==> src/rtl/uart_rx_cfg.sv <==
//==============================================================================
// Module : uart_rx_cfg
// Configurable UART receiver (width/parity/stop bits) with valid/ready holding
// register, parity/framing error flags and overrun detection.
// Rev    : 1.0
//==============================================================================
`default_nettype none

module uart_rx_cfg #(
    parameter int CLKS_PER_BIT = 435,
    parameter int DATA_BITS    = 16,
    parameter int PARITY       = 0,
    parameter int STOP_BITS    = 1
) (
    input  logic                 clk,
    input  logic                 rst_n,
    input  logic                 din,
    output logic [DATA_BITS-1:0] dout,
    output logic                 valid,
    input  logic                 ready,
    output logic                 parity_err,
    output logic                 frame_err,
    output logic                 overrun
);

    localparam int c_CNT_W = (CLKS_PER_BIT > 1) ? $clog2(CLKS_PER_BIT) : 1;
    localparam int c_BIT_W = 5;
    localparam int c_IDX_W = (DATA_BITS > 1) ? $clog2(DATA_BITS) : 1;

    localparam logic [c_CNT_W-1:0] c_HALF      = c_CNT_W'((CLKS_PER_BIT - 1) / 2);
    localparam logic [c_CNT_W-1:0] c_LAST      = c_CNT_W'(CLKS_PER_BIT - 1);
    localparam logic [c_BIT_W-1:0] c_LAST_DATA = c_BIT_W'(DATA_BITS - 1);
    localparam logic [c_BIT_W-1:0] c_LAST_STOP = c_BIT_W'(STOP_BITS - 1);
    localparam bit                 c_HAS_PAR   = (PARITY != 0);
    localparam bit                 c_ODD       = (PARITY == 1);

    typedef enum logic [2:0] {
        S_IDLE    = 3'd0,
        S_START   = 3'd1,
        S_DATA    = 3'd2,
        S_PAR     = 3'd3,
        S_STOP    = 3'd4,
        S_WAIT_HI = 3'd5
    } state_t;

    state_t                 r_state;
    logic                   r_sync1;
    logic                   r_sync2;
    logic [c_CNT_W-1:0]     r_cnt;
    logic [c_BIT_W-1:0]     r_bit_cnt;
    logic [DATA_BITS-1:0]   r_shift;
    logic                   r_par_acc;
    logic                   r_perr_int;
    logic                   r_ferr_int;

    logic [DATA_BITS-1:0]   r_dout;
    logic                   r_valid;
    logic                   r_parity_err;
    logic                   r_frame_err;
    logic                   r_overrun;

    logic                   w_line;
    logic                   w_tick;
    logic                   w_done;
    logic                   w_frame_err;

    assign w_line      = r_sync2;
    assign w_tick      = (r_cnt == c_LAST);
    assign w_done      = (r_state == S_STOP) && w_tick && (r_bit_cnt == c_LAST_STOP);
    assign w_frame_err = r_ferr_int | ~w_line;

    always_ff @(posedge clk or negedge rst_n) begin
        if (!rst_n) begin
            r_sync1 <= 1'b1;
            r_sync2 <= 1'b1;
        end else begin
            r_sync1 <= din;
            r_sync2 <= r_sync1;
        end
    end

    always_ff @(posedge clk or negedge rst_n) begin
        if (!rst_n) begin
            r_state    <= S_IDLE;
            r_cnt      <= '0;
            r_bit_cnt  <= '0;
            r_shift    <= '0;
            r_par_acc  <= 1'b0;
            r_perr_int <= 1'b0;
            r_ferr_int <= 1'b0;
        end else begin
            case (r_state)
                S_IDLE: begin
                    r_cnt     <= '0;
                    r_bit_cnt <= '0;
                    if (!w_line) begin
                        r_state    <= S_START;
                        r_par_acc  <= 1'b0;
                        r_perr_int <= 1'b0;
                        r_ferr_int <= 1'b0;
                    end
                end
                S_START: begin
                    // Re-check the line at mid start bit to reject short glitches
                    if (r_cnt == c_HALF) begin
                        r_cnt   <= '0;
                        r_state <= w_line ? S_IDLE : S_DATA;
                    end else begin
                        r_cnt <= r_cnt + 1'b1;
                    end
                end
                S_DATA: begin
                    if (w_tick) begin
                        r_cnt                            <= '0;
                        r_shift[r_bit_cnt[c_IDX_W-1:0]]  <= w_line;
                        r_par_acc                        <= r_par_acc ^ w_line;
                        if (r_bit_cnt == c_LAST_DATA) begin
                            r_bit_cnt <= '0;
                            r_state   <= c_HAS_PAR ? S_PAR : S_STOP;
                        end else begin
                            r_bit_cnt <= r_bit_cnt + 1'b1;
                        end
                    end else begin
                        r_cnt <= r_cnt + 1'b1;
                    end
                end
                S_PAR: begin
                    if (w_tick) begin
                        r_cnt      <= '0;
                        r_bit_cnt  <= '0;
                        r_perr_int <= c_ODD ? ~(r_par_acc ^ w_line) : (r_par_acc ^ w_line);
                        r_state    <= S_STOP;
                    end else begin
                        r_cnt <= r_cnt + 1'b1;
                    end
                end
                S_STOP: begin
                    if (w_tick) begin
                        r_cnt      <= '0;
                        r_ferr_int <= w_frame_err;
                        if (r_bit_cnt == c_LAST_STOP) begin
                            r_bit_cnt <= '0;
                            // A held-low line (break) must return high before a new start
                            r_state   <= (w_frame_err && !w_line) ? S_WAIT_HI : S_IDLE;
                        end else begin
                            r_bit_cnt <= r_bit_cnt + 1'b1;
                        end
                    end else begin
                        r_cnt <= r_cnt + 1'b1;
                    end
                end
                S_WAIT_HI: begin
                    r_cnt <= '0;
                    if (w_line) begin
                        r_state <= S_IDLE;
                    end
                end
                default: begin
                    r_state <= S_IDLE;
                end
            endcase
        end
    end

    always_ff @(posedge clk or negedge rst_n) begin
        if (!rst_n) begin
            r_dout       <= '0;
            r_valid      <= 1'b0;
            r_parity_err <= 1'b0;
            r_frame_err  <= 1'b0;
            r_overrun    <= 1'b0;
        end else if (w_done) begin
            if (!r_valid || ready) begin
                r_dout       <= r_shift;
                r_parity_err <= r_perr_int;
                r_frame_err  <= w_frame_err;
                r_valid      <= 1'b1;
                r_overrun    <= 1'b0;
            end else begin
                r_overrun <= 1'b1;
            end
        end else if (r_valid && ready) begin
            r_valid      <= 1'b0;
            r_overrun    <= 1'b0;
            r_parity_err <= 1'b0;
            r_frame_err  <= 1'b0;
        end
    end

    assign dout       = r_dout;
    assign valid      = r_valid;
    assign parity_err = r_parity_err;
    assign frame_err  = r_frame_err;
    assign overrun    = r_overrun;

endmodule

`default_nettype wire

==> config.mk <==
export PLATFORM = sky130hd
export DESIGN_NAME = uart_rx_cfg
export DESIGN_NICKNAME = d
export VERILOG_FILES = /design/src/rtl/uart_rx_cfg.sv
export SDC_FILE = /design/constraint.sdc
export NUM_CORES = 1
export LEC_CHECK = 0
export BUFFER_PORTS_ARGS = -buffer_cell sky130_fd_sc_hd__buf_2
export CAP_MARGIN = 20
export CORE_ASPECT_RATIO = 2
export CORE_UTILIZATION = 40
export DETAILED_ROUTE_END_ITERATION = 10
export GPL_TIMING_DRIVEN = 1
export PLACE_DENSITY = 0.69
export SETUP_SLACK_MARGIN = 0.4
export SYNTH_ARGS = -nofsm -noshare
export SYNTH_HDL_FRONTEND = slang
export SYNTH_SLANG_ARGS = --single-unit
export TNS_END_PERCENT = 50
==> constraint.sdc <==
create_clock -name clk -period 5.8 [get_ports clk]
set_clock_uncertainty 0.15 [all_clocks]
set_input_delay 1.16 -clock clk [delete_from_list [all_inputs] [get_ports clk]]
set_output_delay 1.16 -clock clk [all_outputs]
set_load 0.02 [all_outputs]
=== After elaboration in Yosys (flattened, before gate mapping) ===
Cells that the tools add are included.

* Multiplexer cells: 38
* Eq/ne operators: 17
* Bitwise operators: 3
* Order comparisons: 2
* Reduce and logical (&&, ||, !) cells: 26
* Add/sub/neg operators: 2

{| class="wikitable"
|+ Operators by type and width
! operator !! number
|-
| 3-bit two-way mux || 9
|-
| 9-bit case mux with 3 select lines || 1
|-
| 5-bit two-way mux || 5
|-
| 5-bit case mux with 4 select lines || 1
|-
| 9-bit two-way mux || 2
|-
| 3-bit case mux with 6 select lines || 1
|-
| 16-bit bitwise mux || 1
|-
| 2-bit inequality test (second input constant) || 7
|-
| 1-bit two-way mux || 13
|-
| 9-bit by 1-bit adder with 9-bit output (second input constant) || 1
|-
| 9-bit by 8-bit equality test with 1-bit output (second input constant) || 1
|-
| 9-bit equality test (second input constant) || 1
|-
| 3-bit AND reduction || 3
|-
| 8-bit AND reduction || 1
|-
| 2-bit nonzero test || 4
|-
| 3-bit by 2-bit equality test with 1-bit output (second input constant) || 2
|-
| 3-bit equality test (second input constant) || 2
|-
| 1-bit case mux with 2 select lines || 3
|-
| 2-bit AND reduction || 3
|-
| 5-bit by 1-bit adder with 5-bit output (second input constant) || 1
|-
| 5-bit by 4-bit equality test with 1-bit output (second input constant) || 1
|-
| 1-bit logical AND || 5
|-
| 5-bit logical NOT || 1
|-
| 4-bit by 5-bit less-than comparator with 1-bit output (second input constant) || 1
|-
| 16 further kinds || 18
|}

* Word-level logic and storage cells: 102
* Flip-flop bits (word level): 58
* Output and inout port bits: 20
* Input bits: 4

=== Depth between registers and ports, before layout ===
* Word-level depth: 7
* Gate-level depth with buffers: 7
* Depth with buffers taken out: 6

=== Least setup slack after synthesis ===
No wires, ideal clock.

* Kind: register to register
* Start: register r_bit_cnt[0]
* End: register r_dout[10], in the netlist dout[10]
* Required time: 5,525 ps
* Setup slack: 3,526 ps
* Period minus slack after synthesis: 2,274 ps
* Buffers on the path: 1
* Stages on the path, launching flop included: 8
* Library setup time: 125 ps
* Arrival: 1,999 ps
* Path through: dfrtp_1 inv_1 ha_1 nor4b_4 nand3_2 nor3_4 buf_8 mux2_4

* Longest elaborated chain between the ends: 3

{| class="wikitable"
|+ RTL lines
! item !! line !! text
|-
| start: declaration || 50 || <nowiki>logic [c_BIT_W-1:0] r_bit_cnt;</nowiki>
|-
| start signal: assignment || 121 || <nowiki>r_bit_cnt <= r_bit_cnt + 1'b1;</nowiki>
|-
| start signal: assignment || 146 || <nowiki>r_bit_cnt <= r_bit_cnt + 1'b1;</nowiki>
|-
| 5-bit logical NOT || 69 || <nowiki>assign w_done = (r_state == S_STOP) && w_tick && (r_bit_cnt == c_LAST_STOP);</nowiki>
|-
| 1-bit logical AND || 69 ||
|-
| 2-bit AND reduction (no source line) || - ||
|-
| end signal: assignment || 174 || <nowiki>r_dout <= r_shift;</nowiki>
|-
| end: declaration || 56 || <nowiki>logic [DATA_BITS-1:0] r_dout;</nowiki>
|}

No other way between the ends.
A chain may end at the register's enable or synchronous reset.

=== Final worst setup path ===
* Start: register r_bit_cnt[0]
* End: register r_dout[0], in the netlist dout[0]

Same word-level chain as after synthesis.

==> run metrics <==
Die ar. 0.007815 mm²; P&R area growth vs syn 14.41%; Slew headroom 0.3605; CTS tree built; Post-CTS Setup Bufs 0; root buf cell clkbuf_16; Non-Filler Instances ~380; clock tree buffer depth 2; Reg power frac 0.460; min-delay src r_sync1$_DFF_PN1_; post-synthesis instance total 264; combinational power share 0.016; # rows between 40 and 50; final period utilization 0.4904; Initial Util 0.4129; post-cts sizing count 0; final worst slack 2956 ps; Worst Path Arrival between 2000 and 3000 ps; fillers 669; maxcap violations 0; worst reg2reg startpoint r_bit_cnt[0]$_DFFE_PN0P_; largest net degree at the start of global routing 59; PD cells 262.4 mW/mm²; DRT Pass-1 Iters 4; vias post-DR ~2,100; Clock Sinks 58; Net Count, Synth between 200 and 300; Post-synth top flop dfrtp_1; Post-synth ARST share 1.000; GP Congestion ~0.77; total track usage 0.1681; CP startpoint kind flop; Final Setup Violations 0; cell area after synthesis slightly below 0.003 mm²; final setup TNS 0 ps; Seq/Total Area, Yosys 0.4882; fmax between 300 and 400 MHz; status completed; max-slew violations 0; Place WS about 2900 ps; final WL between 5 and 6 mm; crit-path max FO 17; DIE WIDTH approximately 63 µm; fin nets slightly below 300; placed insts approximately 370; ANT nets after route 0; Clk pin slew, worst setup/hold paths ~50 ps; leakage ~0.0016 µW; leading cell types in the layout, fill and taps excluded dfrtp_1 (56), mux2_2 (24), buf_2 (23); Yosys reg bits slightly below 60; switching share of total power 0.2068; DR iter-0 viols just over 80; vias in the first global route about 2,100; area occupied by multi-input gates 0.001413 mm²; EDFF count, synth 0; first-pass GRT wire length about 10 mm; RSZ-0062 raised after global routing false; final hold vios 0; GRT overflow 0; NetSw approximately 180 µW; H-tree depth 3; Chip Height around 120 µm; Synth warnings 0; post-synth cell types 53; Crit. Startpoint r_bit_cnt[0]$_DFFE_PN0P_; hpwl dp between 4 and 5 mm; Synth Area per Inst about 11 µm²; worst slew pin tran between 900 and 1000 ps; Min-Delay Path Class reg2reg; worst skew pair latency approximately 330 ps; # DRC 0; IO Count 24; Final min period 2845 ps; Port Buffer Count 23; Setup CP Type reg2reg; clock power share 0.523; initial antenna violation count 0; most common cell after layout, fill and taps aside dfrtp_1; Routed WL per cell approximately 15 µm; register area around 0.0015 mm²; area of the core 0.007212 mm²; Num CTS Buffers 9; ant diodes 0; hold buffers post-CTS 0; layout cells sized above 1 0.2768; Design Power 894.0 µW; Pint around 700 µW; DR vias/cell approximately 5.4; WP data required ~5900 ps; Max IR drop VDD 0.1363 mV; Core Util, Final 0.4724; critical path endpoint category flop
-- critical path: stages, from the launching register on --
cell and delay [ps]:
dfrtp_1 410, inv_1 140, ha_1 250, nor4b_4 390, nand3_2 140, nor3_4 820
mux2_2 420
-- power by group through the flow --
| stage | registers [µW] | logic, µW | clock network, µW |
|---|---|---|---|
| after floorplan | 418 | 3.41 | 0 |
| after global placement | 418 | 15.4 | 0 |
| after detailed placement | 418 | 15.9 | 0 |
| after CTS | 411 | 15.8 | 477 |
| after global routing | 411 | 17.3 | 495 |
| final | 411 | 14.7 | 468 |
-- synthesized netlist by cell type (5+ instances only) --
cell type	number	area [µm²]
nor3_1	6	30.03
xnor2_1	6	52.55
nand3_1	8	40.04
nand4_1	10	62.56
o21ai_0	7	35.03
a21oi_1	17	85.08
mux2_4	9	135.1
nor2_1	12	45.04
ha_1	8	100.1
nand2_1	16	60.06
dfrtp_1	56	1401
mux2_2	24	270.3
inv_1	10	37.54
clkbuf_1	10	37.54
mux2i_1	5	50.05
-- sequential cells by signal, indices dropped and copies added, names as in the netlist, 3 cells and up --
signal,cells
r_state,3
r_bit_cnt,5
dout,16
r_cnt,9
r_shift,16
-- per-layer routing --
| layer | routed length [µm] | up-vias | global-route usage |
|---|---|---|---|
| met3 | 145 | 15 | 0.04487 |
| met1 | 2253 | 1031 | 0.1636 |
| li1 | - | 1001 | - |
| met2 | 3326 | 28 | 0.3118 |
| met4 | 154 | 0 | 0.09884 |
| met5 | 0 | - | 0 |
-- cell families (layout without fill, tap and decap cells) --
logic type	count (synthesis)	count (layout)	synth area share
multiplexers	38	38	0.1529
AND/OR/NAND/NOR	87	87	0.1824
AO/OA/AOI/OAI	41	41	0.08488
buffers and inverters	25	50	0.03740
XOR/XNOR	7	7	0.02059
flip-flops	58	58	0.4882
adder cells (fa/ha/maj)	8	8	0.03361
-- area by class of cell --
| type | count | area share |
|---|---|---|
| clock buffer | 13 | 0.07345 |
| sequential | 58 | 0.4267 |
| tap | 92 | 0.03379 |
| inverter | 10 | 0.01102 |
| timing repair buffer | 24 | 0.03599 |
| clock inverter | 3 | 0.004407 |
| multi-input combinational | 181 | 0.4146 |
-- final timing paths --
| path | endpoint | slack [ps] | cells after the start |
|---|---|---|---|
| setup / recovery | dout[0]$_DFFE_PN0P_ | 2960 | 6 |
| hold / removal | r_sync2$_DFF_PN1_ | 200 | 0 |
| setup reg to reg | dout[0]$_DFFE_PN0P_ | 2960 | 6 |
| hold reg to reg | r_sync2$_DFF_PN1_ | 200 | 0 |
| max in group asynchronous | dout[11]$_DFFE_PN0P_ | 4210 | 2 |
| min in group asynchronous | r_cnt[0]$_DFFE_PN0P_ | 820 | 2 |
-- per-stage QoR --
stage / instance area, µm² / hold slack (ps)
final: 3407 / 204.2
after global routing: 3407 / 210.7
after CTS: 3407 / 203.9
after detailed placement: 3142 / 196.8
after global placement: 3142 / 196.3
after floorplan: 2978 / 195.2
No activity file was read; power rests on OpenSTA's default activity.
